<file path="config.mk">
export PLATFORM = sky130hd
export DESIGN_NAME = demux1x2_8bits
export DESIGN_NICKNAME = d
export VERILOG_FILES = /design/src/rtl/demux1x2_8bits.sv
export SDC_FILE = /design/constraint.sdc
export NUM_CORES = 1
export LEC_CHECK = 0
export ABC_AREA = 1
export CAP_MARGIN = 20
export CORE_UTILIZATION = 55
export CTS_CLUSTER_DIAMETER = 80
export DETAILED_ROUTE_END_ITERATION = 10
export DONT_BUFFER_PORTS = 1
export GPL_TIMING_DRIVEN = 0
export PLACE_DENSITY = 0.79
export SETUP_SLACK_MARGIN = 0.5
export SLEW_MARGIN = 30
export SYNTH_ARGS = -nofsm -noshare
export SYNTH_HDL_FRONTEND = slang
export SYNTH_SLANG_ARGS = --single-unit
</file>
<file path="constraint.sdc">
create_clock -name clk -period 2.1 [get_ports clk]
set_input_delay 0.42 -clock clk [delete_from_list [all_inputs] [get_ports clk]]
set_output_delay 0.42 -clock clk [all_outputs]
set_load 0.005 [all_outputs]
</file>
<file path="src/rtl/demux1x2_8bits.sv">
`default_nettype none
// ============================================================================
//  Module      : demux1x2_8bits
//  Description : RX 1:2 lane splitter. Routes even byte slots to lane 0 and
//                odd byte slots to lane 1 through one registered stage.
//                Optional comma alignment is built when COM_ALIGN_EN is
//                defined; the default build has no alignment FSM.
//  Revision    : 1.0 - initial release
// ============================================================================
module demux1x2_8bits #(
   parameter logic [7:0] COM_SYMBOL = 8'hBC
) (
   input  logic       clk,
   input  logic       reset,
   input  logic [7:0] data_in,
   input  logic       valid_in,
   output logic [7:0] data_out0,
   output logic       valid_out0,
   output logic [7:0] data_out1,
   output logic       valid_out1,
   output logic       aligned,
   output logic       align_err
);

   logic       phase_q, phase_d;
   logic [7:0] data0_q, data0_d;
   logic [7:0] data1_q, data1_d;
   logic       valid0_q, valid0_d;
   logic       valid1_q, valid1_d;
   logic       align_err_q, align_err_d;

`ifdef COM_ALIGN_EN
   typedef enum logic [0:0] {
      SEARCH  = 1'b0,
      ALIGNED = 1'b1
   } state_t;

   state_t state_q, state_d;
   logic   com_hit;

   // A comma only counts when it arrives as a valid byte.
   assign com_hit = valid_in && (data_in == COM_SYMBOL);

   // Next-state, slot routing and comma handling.
   always_comb begin
      phase_d     = ~phase_q;
      data0_d     = data0_q;
      data1_d     = data1_q;
      valid0_d    = 1'b0;
      valid1_d    = 1'b0;
      align_err_d = 1'b0;
      state_d     = state_q;
      if (state_q == SEARCH) begin
         // Everything but a comma is dropped while searching.
         if (com_hit) begin
            data0_d  = data_in;
            valid0_d = 1'b1;
            phase_d  = 1'b1;
            state_d  = ALIGNED;
         end
      end else begin
         if (com_hit) begin
            // Comma always lands on lane 0; a lane-1 comma re-locks phase.
            data0_d     = data_in;
            valid0_d    = 1'b1;
            phase_d     = 1'b1;
            align_err_d = phase_q;
         end else if (valid_in) begin
            if (phase_q) begin
               data1_d  = data_in;
               valid1_d = 1'b1;
            end else begin
               data0_d  = data_in;
               valid0_d = 1'b1;
            end
         end
      end
   end

   // Alignment state register.
   always_ff @(posedge clk or posedge reset) begin
      if (reset) begin
         state_q <= SEARCH;
      end else begin
         state_q <= state_d;
      end
   end

   assign aligned = (state_q == ALIGNED);
`else
   logic aligned_q, aligned_d;
   logic unused_com_symbol;

   // Comma value is irrelevant without the alignment FSM.
   assign unused_com_symbol = ^COM_SYMBOL;

   // Free-running slot routing; nothing is ever dropped.
   always_comb begin
      phase_d     = ~phase_q;
      data0_d     = data0_q;
      data1_d     = data1_q;
      valid0_d    = 1'b0;
      valid1_d    = 1'b0;
      align_err_d = 1'b0;
      aligned_d   = 1'b1;
      if (valid_in) begin
         if (phase_q) begin
            data1_d  = data_in;
            valid1_d = 1'b1;
         end else begin
            data0_d  = data_in;
            valid0_d = 1'b1;
         end
      end
   end

   // Lane phase is considered locked from the first edge out of reset.
   always_ff @(posedge clk or posedge reset) begin
      if (reset) begin
         aligned_q <= 1'b0;
      end else begin
         aligned_q <= aligned_d;
      end
   end

   assign aligned = aligned_q;
`endif

   // Phase and per-lane output registers.
   always_ff @(posedge clk or posedge reset) begin
      if (reset) begin
         phase_q     <= 1'b0;
         data0_q     <= 8'h00;
         data1_q     <= 8'h00;
         valid0_q    <= 1'b0;
         valid1_q    <= 1'b0;
         align_err_q <= 1'b0;
      end else begin
         phase_q     <= phase_d;
         data0_q     <= data0_d;
         data1_q     <= data1_d;
         valid0_q    <= valid0_d;
         valid1_q    <= valid1_d;
         align_err_q <= align_err_d;
      end
   end

   assign data_out0  = data0_q;
   assign data_out1  = data1_q;
   assign valid_out0 = valid0_q;
   assign valid_out1 = valid1_q;
   assign align_err  = align_err_q;

endmodule
`default_nettype wire
</file>
# Word-level counts from Yosys, hierarchy flattened
# Cells that the tools add are included.
dict set report totals {
  regBits 20
  latchBits 0
  ram_bits 0
  rom_bits 0
  input_bits 11
  out_inout_bits 20
  word_cells 13
  mem_count 0
}
dict set report op_classes {
  n_addsub 0
  n_mul 0
  div 0
  n_lt_le_gt_ge 0
  eq_ne 0
  shift 0
  mux 4
  n_bitwise 1
  reduce_logical 2
}
# operator n
set ops {}
lappend ops {{$mux W1} 4}
lappend ops {{$reduce_and A2 Y1} 2}
lappend ops {{$not A1 Y1} 1}

# Depth between registers and ports, before layout
# Gate-level depths: netlist of run 1.
dict set report depth {
  ltp_word 2
  mapped_depth 5
  depth_no_buf 4
}

# Least setup slack after synthesis of run 1
# Ideal clock, no wire load.
dict set report synth_timing {
  kind {input to register}
  start {input valid_in}
  end {register data1_q[0], in the netlist data_out1[0]}
  setup_ns 0.117
  arrival_time_ns 0.787
  required_time_ns 1.983
  setup_slack_ns 1.197
  stages 4
  path_buffers 2
  path_cell_list {buf_6 -> buf_12 -> nand3_1 -> nand2_1}
}
dict set report synth_via {
  elab_chain_len 1
}
# element line_no
set synth_rtl {}
lappend synth_rtl {{start: declaration} 16} ;# input logic valid_in,
lappend synth_rtl {{$reduce_and A2 Y1 (no line)} --}
lappend synth_rtl {{end signal: assignment} 141} ;# data1_q <= data1_d;
lappend synth_rtl {{end: declaration} 27} ;# logic [7:0] data1_q, data1_d;
# Every way passes these cells.
# A chain may end at the register's enable or synchronous reset.

# Worst setup path after layout of run 1
dict set report layout_timing {
  start {register data1_q[2], in the netlist data_out1[2]}
  end {output data_out1[2]}
}
# element line_no
set layout_lines {}
lappend layout_lines {{end: declaration} 19} ;# output logic [7:0] data_out1,
# No word-level cell between the ends.

==> results of run 1 <==
-- area by class of cell --
type,count,area [um^2],share of cell area [%]
Tap cell,15,18.8,2.21
Multi-Input combinational cell,52,234,27.5
Sequential cell,20,500,58.8
Buffer,4,52.6,6.18
Clock buffer,3,22.5,2.65
Inverter,4,22.5,2.65
-- logic make-up (layout without fill, tap and decap cells) --
family	count (synthesis)	after routing	share of synthesized area, %
AND/OR/NAND/NOR	50	50	28.0
flip-flops	20	20	61.8
buffers and inverters	8	11	9.27
other	2	2	0.928
-- routing by layer --
metal	up-vias	track usage, %
met3	0	5.56
met2	22	31.7
met5	-	0
li1	255	-
met4	0	10.0
met1	249	18.9
-- power by group --
part | total, mW | internal (mW) | switching, mW
Combinational | 0.0496 | 0.0197 | 0.0299
Clock | 0.164 | 0.0665 | 0.0977
Sequential | 0.435 | 0.414 | 0.0212
-- path summary, 6_finish.rpt --
check	cells past startpoint	to	startpoint
min in group clk	2	data_out1[5]$_DFFE_PP0P_	data_in[5]
min reg2reg	2	data_out0[1]$_DFFE_PP0P_	data_out0[1]$_DFFE_PP0P_
max in group asynchronous	1	phase_q$_DFF_PP0_	reset
max	0	data_out1[2]	data_out1[2]$_DFFE_PP0P_
max reg2reg	5	data_out0[5]$_DFFE_PP0P_	phase_q$_DFF_PP0_
min	1	data_out1[0]$_DFFE_PP0P_	reset
-- synthesized netlist by cell type --
library cell	number	share of area [%]
buf_12	1	2.5
nand2_1	32	15
clkbuf_8	1	1.7
buf_4	1	0.93
buf_6	1	1.4
nand3_1	16	9.9
inv_1	3	1.4
dfrtp_1	20	62
nand2_2	1	0.77
inv_8	1	1.4
nand2_8	1	2.5
conb_1	2	0.93
-- sequential cells by signal (all words and copies together), names as in the netlist --
| register | flops |
|---|---|
| phase_q | 1 |
| valid_out1 | 1 |
| aligned | 1 |
| data_out0 | 8 |
| valid_out0 | 1 |
| data_out1 | 8 |
-- metrics by stage --
stage	utilization [%]	hold WS (ps)
4_1_cts	63.8	150
3_3_place_gp	62.1	451
6_report	63.8	124
3_5_place_dp	62.1	464
2_1_floorplan	-	384
5_1_grt	63.8	196
==> flow_summary.toml, run 1 <==
[layout]
layout_commonest_cell = "nand2_1"
final_cells = 98
syn_to_final_growth_pct = 5.10
final_nets = 96
postLayoutCellArea_um2 = 851
final_cell_mix = "nand2_1 (32), dfrtp_1 (20), nand3_1 (16), inv_1 (3), clkbuf_4 (3)"
fill_cells = 113
drive_gt1_share_pct = 12.0
n_antenna_cell = 0

[clock_tree]
cts_resized = 0
cts-root-buf = "clkbuf_4"
insertion_delay_ps = 280
numCtsBuffers = 3
cts_max_path_buffers = 2
clk_pin_slew_ps = 100
ctsHtreeMaxLevel = 1
numClockSinks = 20
cts_tree = "built"
ctsHoldBuffers = 0
post_cts_buffers = 0

[yosys]
syn_nets = 91
synth.cell_area_um2 = 810
ys_seq_elements = 20
avgSynthCellArea_um2 = 10.1
yosysSeqAreaShare_pct = 61.8
yosys.cell_types.count = 12
ys.warnings.count = 0
postSynthCellCount = 80

[sta]
post-route-min-period_ps = 1110
fmax_mhz = 897
clock_skew_ps = 4.56
fin_tns_setup_ps = 0
setup_slack_ps = 986
hold_viol = 0
rsz0062_at_grt = "false"
slew_violations = 0
setup_violations = 0
worstMarginPinSlew_ps = 706
maxSlewHeadroom_pct = 52.9
fin_crit_sh_pct = 53.1

[route]
wirelength_um = 1250
drt_iter0_drc = 7
drc = 0
wl_met2_um = 661
wl_met1_um = 490
antenna_left = 0
avgRoutedWirePerCell_um = 12.7
wl_met3_um = 98
vias_per_cell = 5.37
via_count = 526
dr.pass1.iters = 4
highest_layer = "met3"

[critical_path]
cp_max_fo = 2
start_kind = "register"
crit_type = "register to output port"
cp.arrival_ps = 690
end_kind = "output port"
cp.required_ps = 1680
rrSetupSlack_ps = 1180

[pwr]
worst_ir_drop_vdd_uv = 486
p_leak_nw = 0.461
p_per_area_nw_per_um2 = 763
p_total_mw = 0.649

[grt]
grt_antenna_before_repair = 0
grt_pass1_wl_um = 1910
grt_pass1_vias = 498
overflow = 0
grt_use_total_pct = 18.1
grt_max_degree = 21

[die]
row_count = 13
initial_utilization_pct = 60.7
die_x_um = 40.4
die_h_um = 40.4
core_area_um2 = 1330
pin_count = 31
dieArea_um2 = 1630

[worst_hold_path]
min_path_type = "input pin to async pin"

[placed_design]
placed_area_um2 = 828
gp_congestion = 0.718
dp_hpwl_um = 950
pre_cts_slack_ps = 1150
dpl.cell_count = 95
portBuffers = 0

[outcome]
status = "completed"

[flow_run]
cap_viol_max_count = 0
No activity file was read; power rests on OpenSTA's default activity.
==> run 2: changes to the inputs <==
Clock period 2.1 ns to 1.1 ns, I/O delays scaled along.
==> flow_summary.toml, run 2 (synthesized netlist as in run 1, its figures left out) <==
[route]
wirelength_um = 1450
via_count = 554
antenna_left = 0
avgRoutedWirePerCell_um = 14.4
vias_per_cell = 5.49
dr.pass1.iters = 4
drt_iter0_drc = 15
drc = 0

[pwr]
p_per_area_nw_per_um2 = 1390
worst_ir_drop_vdd_uv = 884
p_leak_nw = 0.482
p_total_mw = 1.25

[grt]
grt_pass1_wl_um = 2110
overflow = 0
grt_pass1_vias = 515
grt_max_degree = 21
grt_antenna_before_repair = 0
grt_use_total_pct = 20.1

[die]
dieArea_um2 = 1630
die_x_um = 40.4
pin_count = 31
row_count = 13
die_h_um = 40.4
initial_utilization_pct = 60.7
core_area_um2 = 1330

[layout]
multiInputGateArea_um2 = 263
n_antenna_cell = 0
final_nets = 99
fill_cells = 108
final_cells = 101
post-route-util_pct = 67.4
seq_area_um2 = 500
syn_to_final_growth_pct = 11.1
final_cell_mix = "nand2_1 (27), dfrtp_1 (20), nand3_1 (16), nand2_2 (5), clkbuf_4 (4)"
drive_gt1_share_pct = 22.1
layout_commonest_cell = "nand2_1"
postLayoutCellArea_um2 = 900

[sta]
setup_slack_ps = 177
setup_violations = 0
post-route-min-period_ps = 923
fmax_mhz = 1080
fin_tns_setup_ps = 0
worstMarginPinSlew_ps = 724
whs_ps = -67.4
maxSlewHeadroom_pct = 51.7
rsz0062_at_grt = "true"
hold_viol = 20
clock_skew_ps = 1.79
slew_violations = 0
fin_crit_sh_pct = 83.9

[clock_tree]
ctsHtreeMaxLevel = 1
cts-root-buf = "clkbuf_4"
clk_pin_slew_ps = 100
cts_max_path_buffers = 2
cts_tree = "built"
insertion_delay_ps = 280
numCtsBuffers = 3
numClockSinks = 20

[outcome]
status = "complete, but fails checks"
failed_checks = "hold timing"

[critical_path]
start_kind = "register"
crit_start = "data_out0[3]$_DFFE_PP0P_"
cp.arrival_ps = 700
timing.rr.end = "data_out0[5]$_DFFE_PP0P_"
rrSetupSlack_ps = 190
reg2reg_from = "phase_q$_DFF_PP0_"
rr_worst_depth = 5
end_kind = "output port"
cp_max_fo = 2
crit_type = "register to output port"
cp.required_ps = 880

[placed_design]
pre_cts_slack_ps = 194
placed_area_um2 = 828
portBuffers = 0
dpl.cell_count = 95
dp_hpwl_um = 1020
gp_congestion = 0.742

[worst_hold_path]
min_path_type = "input pin to async pin"

[flow_run]
cap_viol_max_count = 0
run 2: changes by cell type in the layout (fill, tap and decap cells not counted), sizes merged:
cell    change
buf         +1
clkinv      +1
nand2       +1
run 2: per-layer routing:
| metal | up-vias | GRT usage [%] | share of wire (%) |
|---|---|---|---|
| met5 | - | 0 | 0 |
| met4 | 0 | 10.0 | 0.83 |
| met3 | 2 | 5.00 | 6.9 |
| met2 | 20 | 33.7 | 51 |
| met1 | 265 | 23.4 | 41 |
| li1 | 267 | - | - |
run 2: area by class of cell:
cell class	instances	area share [%]
sequential	20	55.6
multi-input combinational	53	29.2
buffer	4	5.98
inverter	4	3.06
clock buffer	3	2.50
tap	15	2.09
timing repair buffer	1	0.834
timing repair inverter	1	0.695
run 2: how the worst max path moves through the flow:
| stage | end | slack, ps | cells after the start |
|---|---|---|---|
| after floorplan | data_out0[0]$_DFFE_PP0P_ | 250 | 5 |
| after global placement | data_out0[2]$_DFFE_PP0P_ | 210 | 5 |
| after global routing | data_out0[3] | 150 | 0 |
| final | data_out0[3] | 180 | 0 |
| after CTS | data_out1[6] | 170 | 0 |
| after detailed placement | data_out0[5]$_DFFE_PP0P_ | 190 | 5 |
run 2: power breakdown:
group | internal, mW | leakage, nW | total (mW) | switching (mW)
logic | 0.0417 | 0.226 | 0.103 | 0.0610
clock network | 0.127 | 0.0138 | 0.315 | 0.188
registers | 0.791 | 0.242 | 0.836 | 0.0449
run 2: what timing repair did:
action | CTS | global route
endpoints found under the hold margin | 20 | 20
gates cloned | 3 | 0
buffers inserted | 0 | 0
setup endpoints to repair | 38 | 38
resized for setup | 3 | 6
